### src/rtl/desentrelacar_placar_serial.sv
// desentrelacar_placar_serial
// Serial receiver for the packed score word. The word arrives LSB first.
// Bit 2k of the word is n1[k] and bit 2k+1 is n2[k]. When a frame is
// complete, n1/n2 are loaded together and pronto pulses for one cycle.
//
// Optional build macro: PARIDADE_PLACAR_EN
//   When defined, each frame carries one extra even-parity bit after the
//   data bits. A bad frame pulses erro_paridade and leaves n1/n2 alone.
//   When undefined, the frame is data only and erro_paridade is tied low.
//
// state     | meaning
// ----------+---------------------------------------------------------
// OCIOSO    | idle, waiting for inicio; serial bits are ignored
// RECEBENDO | collecting frame bits; inicio restarts the frame
// CONCLUIDO | one cycle: publish n1/n2 (or flag parity error), then idle

module desentrelacar_placar_serial #(
  parameter int LARGURA_N = 4
) (
  input  logic                 clock,
  input  logic                 reset_n,
  input  logic                 inicio,
  input  logic                 entrada_bit,
  input  logic                 entrada_valida,
  output logic [LARGURA_N-1:0] n1,
  output logic [LARGURA_N-1:0] n2,
  output logic                 pronto,
  output logic                 ocupado,
  output logic                 erro_paridade
);

`ifdef PARIDADE_PLACAR_EN
  localparam int NBITS = 2 * LARGURA_N + 1;
`else
  localparam int NBITS = 2 * LARGURA_N;
`endif
  localparam int CW = (NBITS > 1) ? $clog2(NBITS) : 1;
  localparam logic [CW-1:0] ULTIMO = CW'(NBITS - 1);

  typedef enum logic [1:0] {
    OCIOSO    = 2'd0,
    RECEBENDO = 2'd1,
    CONCLUIDO = 2'd2
  } estado_t;

  estado_t                estado_q, estado_d;
  logic [CW-1:0]          contador_q, contador_d;
  logic [LARGURA_N-1:0]   a_q, a_d;
  logic [LARGURA_N-1:0]   b_q, b_d;
  logic [LARGURA_N-1:0]   n1_q, n1_d;
  logic [LARGURA_N-1:0]   n2_q, n2_d;
  logic                   pronto_q, pronto_d;
`ifdef PARIDADE_PLACAR_EN
  // Running XOR of every bit of the frame, parity bit included.
  logic                   par_q, par_d;
  logic                   erro_q, erro_d;
`endif

  // State register and datapath registers; reset returns everything to idle.
  always_ff @(posedge clock or negedge reset_n) begin
    if (!reset_n) begin
      estado_q   <= OCIOSO;
      contador_q <= '0;
      a_q        <= '0;
      b_q        <= '0;
      n1_q       <= '0;
      n2_q       <= '0;
      pronto_q   <= 1'b0;
`ifdef PARIDADE_PLACAR_EN
      par_q      <= 1'b0;
      erro_q     <= 1'b0;
`endif
    end else begin
      estado_q   <= estado_d;
      contador_q <= contador_d;
      a_q        <= a_d;
      b_q        <= b_d;
      n1_q       <= n1_d;
      n2_q       <= n2_d;
      pronto_q   <= pronto_d;
`ifdef PARIDADE_PLACAR_EN
      par_q      <= par_d;
      erro_q     <= erro_d;
`endif
    end
  end

  // Next-state logic: frame start/abort, bit steering, and publication.
  always_comb begin
    estado_d   = estado_q;
    contador_d = contador_q;
    a_d        = a_q;
    b_d        = b_q;
    n1_d       = n1_q;
    n2_d       = n2_q;
    pronto_d   = 1'b0;
`ifdef PARIDADE_PLACAR_EN
    par_d      = par_q;
    erro_d     = 1'b0;
`endif

    unique case (estado_q)
      OCIOSO: begin
        if (inicio) begin
          estado_d   = RECEBENDO;
          contador_d = '0;
          a_d        = '0;
          b_d        = '0;
`ifdef PARIDADE_PLACAR_EN
          par_d      = 1'b0;
`endif
        end
      end

      RECEBENDO: begin
        if (inicio) begin
          // Restart wins over a bit arriving in the same cycle.
          contador_d = '0;
          a_d        = '0;
          b_d        = '0;
`ifdef PARIDADE_PLACAR_EN
          par_d      = 1'b0;
`endif
        end else if (entrada_valida) begin
          for (int k = 0; k < LARGURA_N; k++) begin
            if (contador_q == CW'(2 * k)) begin
              a_d[k] = entrada_bit;
            end
            if (contador_q == CW'(2 * k + 1)) begin
              b_d[k] = entrada_bit;
            end
          end
`ifdef PARIDADE_PLACAR_EN
          par_d = par_q ^ entrada_bit;
`endif
          if (contador_q == ULTIMO) begin
            estado_d   = CONCLUIDO;
            contador_d = '0;
          end else begin
            contador_d = contador_q + CW'(1);
          end
        end
      end

      CONCLUIDO: begin
        estado_d = OCIOSO;
`ifdef PARIDADE_PLACAR_EN
        if (!par_q) begin
          n1_d     = a_q;
          n2_d     = b_q;
          pronto_d = 1'b1;
        end else begin
          erro_d   = 1'b1;
        end
`else
        n1_d     = a_q;
        n2_d     = b_q;
        pronto_d = 1'b1;
`endif
      end

      default: begin
        estado_d = OCIOSO;
      end
    endcase
  end

  assign n1      = n1_q;
  assign n2      = n2_q;
  assign pronto  = pronto_q;
  assign ocupado = (estado_q == RECEBENDO);
`ifdef PARIDADE_PLACAR_EN
  assign erro_paridade = erro_q;
`else
  assign erro_paridade = 1'b0;
`endif

endmodule
### config.mk
export PLATFORM = sky130hd
export DESIGN_NAME = desentrelacar_placar_serial
export DESIGN_NICKNAME = d
export VERILOG_FILES = /design/src/rtl/desentrelacar_placar_serial.sv
export SDC_FILE = /design/constraint.sdc
export NUM_CORES = 1
export LEC_CHECK = 0
export ABC_AREA = 1
export CORE_UTILIZATION = 35
export CTS_BUF_LIST = sky130_fd_sc_hd__clkbuf_4 sky130_fd_sc_hd__clkbuf_8
export CTS_CLUSTER_DIAMETER = 60
export CTS_CLUSTER_SIZE = 10
export DETAILED_ROUTE_END_ITERATION = 10
export PLACE_DENSITY = 0.63
export SYNTH_ARGS = -nofsm -noshare
export SYNTH_HDL_FRONTEND = slang
export SYNTH_SLANG_ARGS = --single-unit
### constraint.sdc
create_clock -name clock -period 1.3 [get_ports clock]
set_input_delay 0.195 -clock clock [delete_from_list [all_inputs] [get_ports clock]]
set_output_delay 0.195 -clock clock [all_outputs]
set_load 0.01 [all_outputs]
-- Yosys cells after proc, flatten, opt, wreduce, memory -nomap -nowiden
Cells that the tools add are included.
- flip-flop bits (word level): 22
- output and inout port bits: 11
- logic and storage cells: 75
- $add $sub $neg: 1
- equal/unequal tests: 22
- multiplexer cells: 26
- reductions and logical operators: 13
- operators by type and width (kind ; number):
    $reduce_and 4->1 ; 9
    $ne 3x2->1 const B ; 8
    $mux 4 ; 5
    $pmux 4 s2 ; 2
    $eq 3x3->1 const B ; 4
    $mux 3 ; 4
    $mux 1 ; 9
    $mux 2 ; 4
    $eq 3x2->1 const B ; 2
    $ne 2x2->1 const B ; 3
    $pmux 3 s2 ; 1
    $pmux 2 s2 ; 1
    $add 3x1->3 const B ; 1
    $eq 3x1->1 const B ; 1
    $logic_not 3->1 ; 1
    $ne 3x3->1 const B ; 1
    $reduce_and 3->1 ; 1
    $eq 2x1->1 const B ; 1
    $eq 2x2->1 const B ; 1
    $logic_not 2->1 ; 1
    $ne 2x1->1 const B ; 1
    $reduce_bool 2->1 ; 1

-- Longest topological paths before layout
Gate-level depths: netlist of the first run.
- depth after elaboration: 5
- mapped depth: 7

-- Worst setup path after synthesis of the first run
Ideal clock, no wire load.
- path kind: flip-flop to flip-flop
- start point: register contador_q[0]
- end point: register contador_q[0]
- setup time: 0.074 ns
- data arrival time: 1.104 ns
- data required time: 1.226 ns
- slack: 0.122 ns
- cell stages (with the launch flop): 8
- path buffers: 0
- clock period less this slack: 1.178 ns
- path through: dfrtp_1 > ha_1 > ha_1 > inv_1 > nand3_1 > nor2_1 > nand2_1 > o21ai_2
- cells in the longest elaborated chain, start to end: 5
- elaborated cells on any way between the ends: 6
- RTL lines (what ; line ; RTL):
    from (decl) ; 47 ; logic [CW-1:0] contador_q, contador_d;
    from (signal assigned) ; 75 ; contador_q <= contador_d;
    $add 3x1->3 or $eq 3x3->1 (tied branches) ; 140, 136 ;
    $mux 3 * ; 136 ; if (contador_q == ULTIMO) begin
    $mux 3 * ; 124 ; end else if (entrada_valida) begin
    $mux 3 * ; 116 ; if (inicio) begin
    $pmux 3 s2 * ; 102 ; unique case (estado_q)
Mark *: on every way between the ends. The rest lies on a longest branch, timed or not. The select of a mux whose other input is x is not followed.
A chain may end at the register's enable or synchronous reset.

-- Worst setup path in the final report of the first run
- start point: register contador_q[0]
- end point: register estado_q[1]
- cells in the longest elaborated chain, start to end: 3
- RTL lines (what ; line ; RTL):
    $eq 3x3->1 ; 136 ;
    $ne 2x1->1 (no line) ; -- ;
    $reduce_and 4->1 (no line) ; -- ;
    to (signal assigned) ; 74 ; estado_q <= estado_d;
    to (decl) ; 46 ; estado_t estado_q, estado_d;
Every way passes these cells.

==> results.yml, run 1 <==
final_layout:
  final_core_utilization: 0.483
  finalInstanceArea_um2: 1460
  n_antenna_cell: 0
  final_layout_size_suffix_gt1_frac: 0.205
  sequential_cell_area_um2: 551
  syn_to_final_growth_pct: 31.2
  multi_input_area_um2: 515
  num-nets-final: 173
  filler_cell_count: 304
status:
  outcome: "completed"
critical_path:
  worst-path-buf-inv: 2
  crit_path_max_fanout: 4
  crit_path_end_kind: "flop"
  cpPeakStageDelay_ps: 410
  crit_arrival_ps: 1480
  cpLargestDelayFamily: "flip-flops"
  timing.critical_path.required_ps: 1530
  setup.worst_path.start_class: "flop"
  cp_cell_sequence: "ha_2, ha_1, inv_2, buf_4, nor4_2"
  timing.critical_path.slowest_stage_cell: "dfrtp_1"
  timing_worst_setup_path_type: "reg -> reg"
drt:
  first_pass_iters: 4
  average_vias_per_placed_instance: 4.45
  antenna_violating_nets_post_route: 0
  via_count: 913
  final_routed_wire_length_divided_by_cell_count_um: 10.6
  routed_wirelength_mm: 2.18
  number_of_drc_violations_after_detailed_routing: 0
  detail_route.iter0.violations: 42
grt:
  grt_pass1_vias: 843
  met3_layer_usage_reported_by_global_route: 0.0418
  maximum_number_of_pins_on_one_net_before_global_route_repair: 23
  grt.met2_usage: 0.250
  grtUsageMet1: 0.173
  grt-ovfl-total: 0
  track_usage: 0.148
  grt.busiest_layer: "met2"
  grt_antenna_before_repair: 0
  grt_first_pass_wirelength_mm: 3.70
power:
  total_power_w: 0.00153
  cellLeakagePower_nw: 0.830
  max-vdd-ir-drop_mv: 0.726
  power_density_nw_per_um2: 1040
logic_synthesis:
  yosysUniqueCellTypes: 18
  synth_seq_area_share: 0.493
  synthesis.yosys.warnings: 0
  postSynthCellCount: 136
  mappedNetlistNets: 147
  avgSynthCellArea_um2: 8.21
  synth.cell_area_um2: 1120
  ys_seq_elements: 22
job:
  drv.max_cap_violation_count: 0
clock_tree:
  clock_insertion_delay_worst_skew_ps: 310
  tritoncts.num_buffers: 3
  cts.clk_slew.worst_paths_ps: 120
  clock_path_buffers: 2
  clkSinkCount: 22
  ctsHtreeMaxLevel: 1
  ctsRootBufferMaster: "clkbuf_4"
  cts_tree: "yes"
timing:
  finalSetupViolations: 0
  maxClockFrequency_ghz: 0.797
  min_period_over_period: 0.965
  layout_min_cycle_time_ps: 1250
  skew_ps: 5.53
  finalHoldViolations: 0
  finalMaxSlewViolations: 0
  hold_ws_ps: 212
  setup_slack_ps: 45.7
  setup_repair_after_global_routing_missed_its_margin: "true"
placement:
  placed_area_um2: 1340
  dpl_worst_slack_ps: -40.4
  routabilityCongestion: 0.898
  dpl.hpwl_mm: 1.53
  number_of_port_buffers: 14
die:
  dieArea_um2: 3420
  io-pin-count: 16
  core_area_um2: 3030
  chipHeight_um: 58.5
  fp-row-count: 20
  die_w_um: 58.5
  start_util: 0.369
hold_path:
  min_path_type: "in -> async"
power breakdown:
group,switching (W),internal [W],leakage [nW]
Sequential,0.0000298,0.000729,0.293
Combinational,0.000142,0.000107,0.509
Clock,0.000210,0.000312,0.0279
metrics by stage:
stage	setup TNS [ps]	cells
finish	0	205
global route	-39.4	205
CTS	-10.0	203
floorplan	0	136
global placement	-31.2	197
detailed placement	-257	197
path summary, 6_finish.rpt:
check | cells after the start | from | slack, ps | endpoint
min in group clock | 2 | n2[2] | 480 | n2[2]
max | 5 | contador_q[0] | 50 | estado_q[1]
max reg2reg | 5 | contador_q[0] | 50 | estado_q[1]
max in group asynchronous | 2 | reset_n | 860 | n1[3]
min reg2reg | 2 | n2[2] | 480 | n2[2]
min | 2 | reset_n | 210 | n2[2]
placed cells by master (no fill, tap or decap), drive strengths merged:
cell,netlist,routed
buf,5,12
bufinv,0,1
clkbuf,0,4
clkdlybuf4s50,0,4
conb,1,1
dfrtp,22,22
dlygate4sd2,0,9
ha,6,6
inv,10,10
nand2,62,62
nand3,20,20
nor2,5,5
nor4,1,1
o21ai,4,4
Yosys cell counts (all sizes together):
cell type	instances	area [um2]
ha	6	75.1
nor2	5	28.8
inv	10	37.5
nand2	62	240
nand3	20	100
o21ai	4	27.5
buf	5	46.3
dfrtp	22	551
conb	1	3.75
nor4	1	6.26
routing by layer:
metal / share of wire / routed length (um) / vias to the layer above
met3: 0.048 / 105 / 5
met4: 0.018 / 39 / 0
li1: - / - / 472
met1: 0.44 / 950 / 417
met5: 0 / 0 / -
met2: 0.50 / 1090 / 19
state kept, by name, indices dropped and copies added (netlist names):
| name | flops |
|---|---|
| a_q | 4 |
| b_q | 4 |
| n1 | 4 |
| n2 | 4 |
| contador_q | 3 |
| estado_q | 2 |
| pronto | 1 |
final cells by class:
type                    count  share of cell area
clock buffers               3              0.0154
clock inverters             1              0.0205
inverters                  10              0.0291
multi-input cells          99               0.352
flip-flops and latches     22               0.376
well taps                  44              0.0376
repair buffers             26               0.169
logic make-up after synthesis:
| kind of cell | share of synthesized area |
|---|---|
| AOI/OAI and AO/OA | 0.0247 |
| adders and majority gates | 0.0673 |
| buffers and inverters | 0.0751 |
| DFF | 0.493 |
| other | 0.00336 |
| and+or+nand+nor | 0.336 |
what timing repair did:
| item | 4_1_cts | 5_1_grt |
|---|---|---|
| pin swaps | 0 | 4 |
| cloned | 0 | 1 |
| hold buffers | 0 | 0 |
| resized for setup | 12 | 14 |
| setup endpoints to repair | 11 | 14 |
| setup buffers | 2 | 1 |
Note: power is estimated with default switching activity, not from simulation.
==> run 2, diff against run 1 <==
GPL_TIMING_DRIVEN = 1   (was unset)
==> results of run 2 <==
The final DEF is identical to that of run 1; final timing and power are the same.
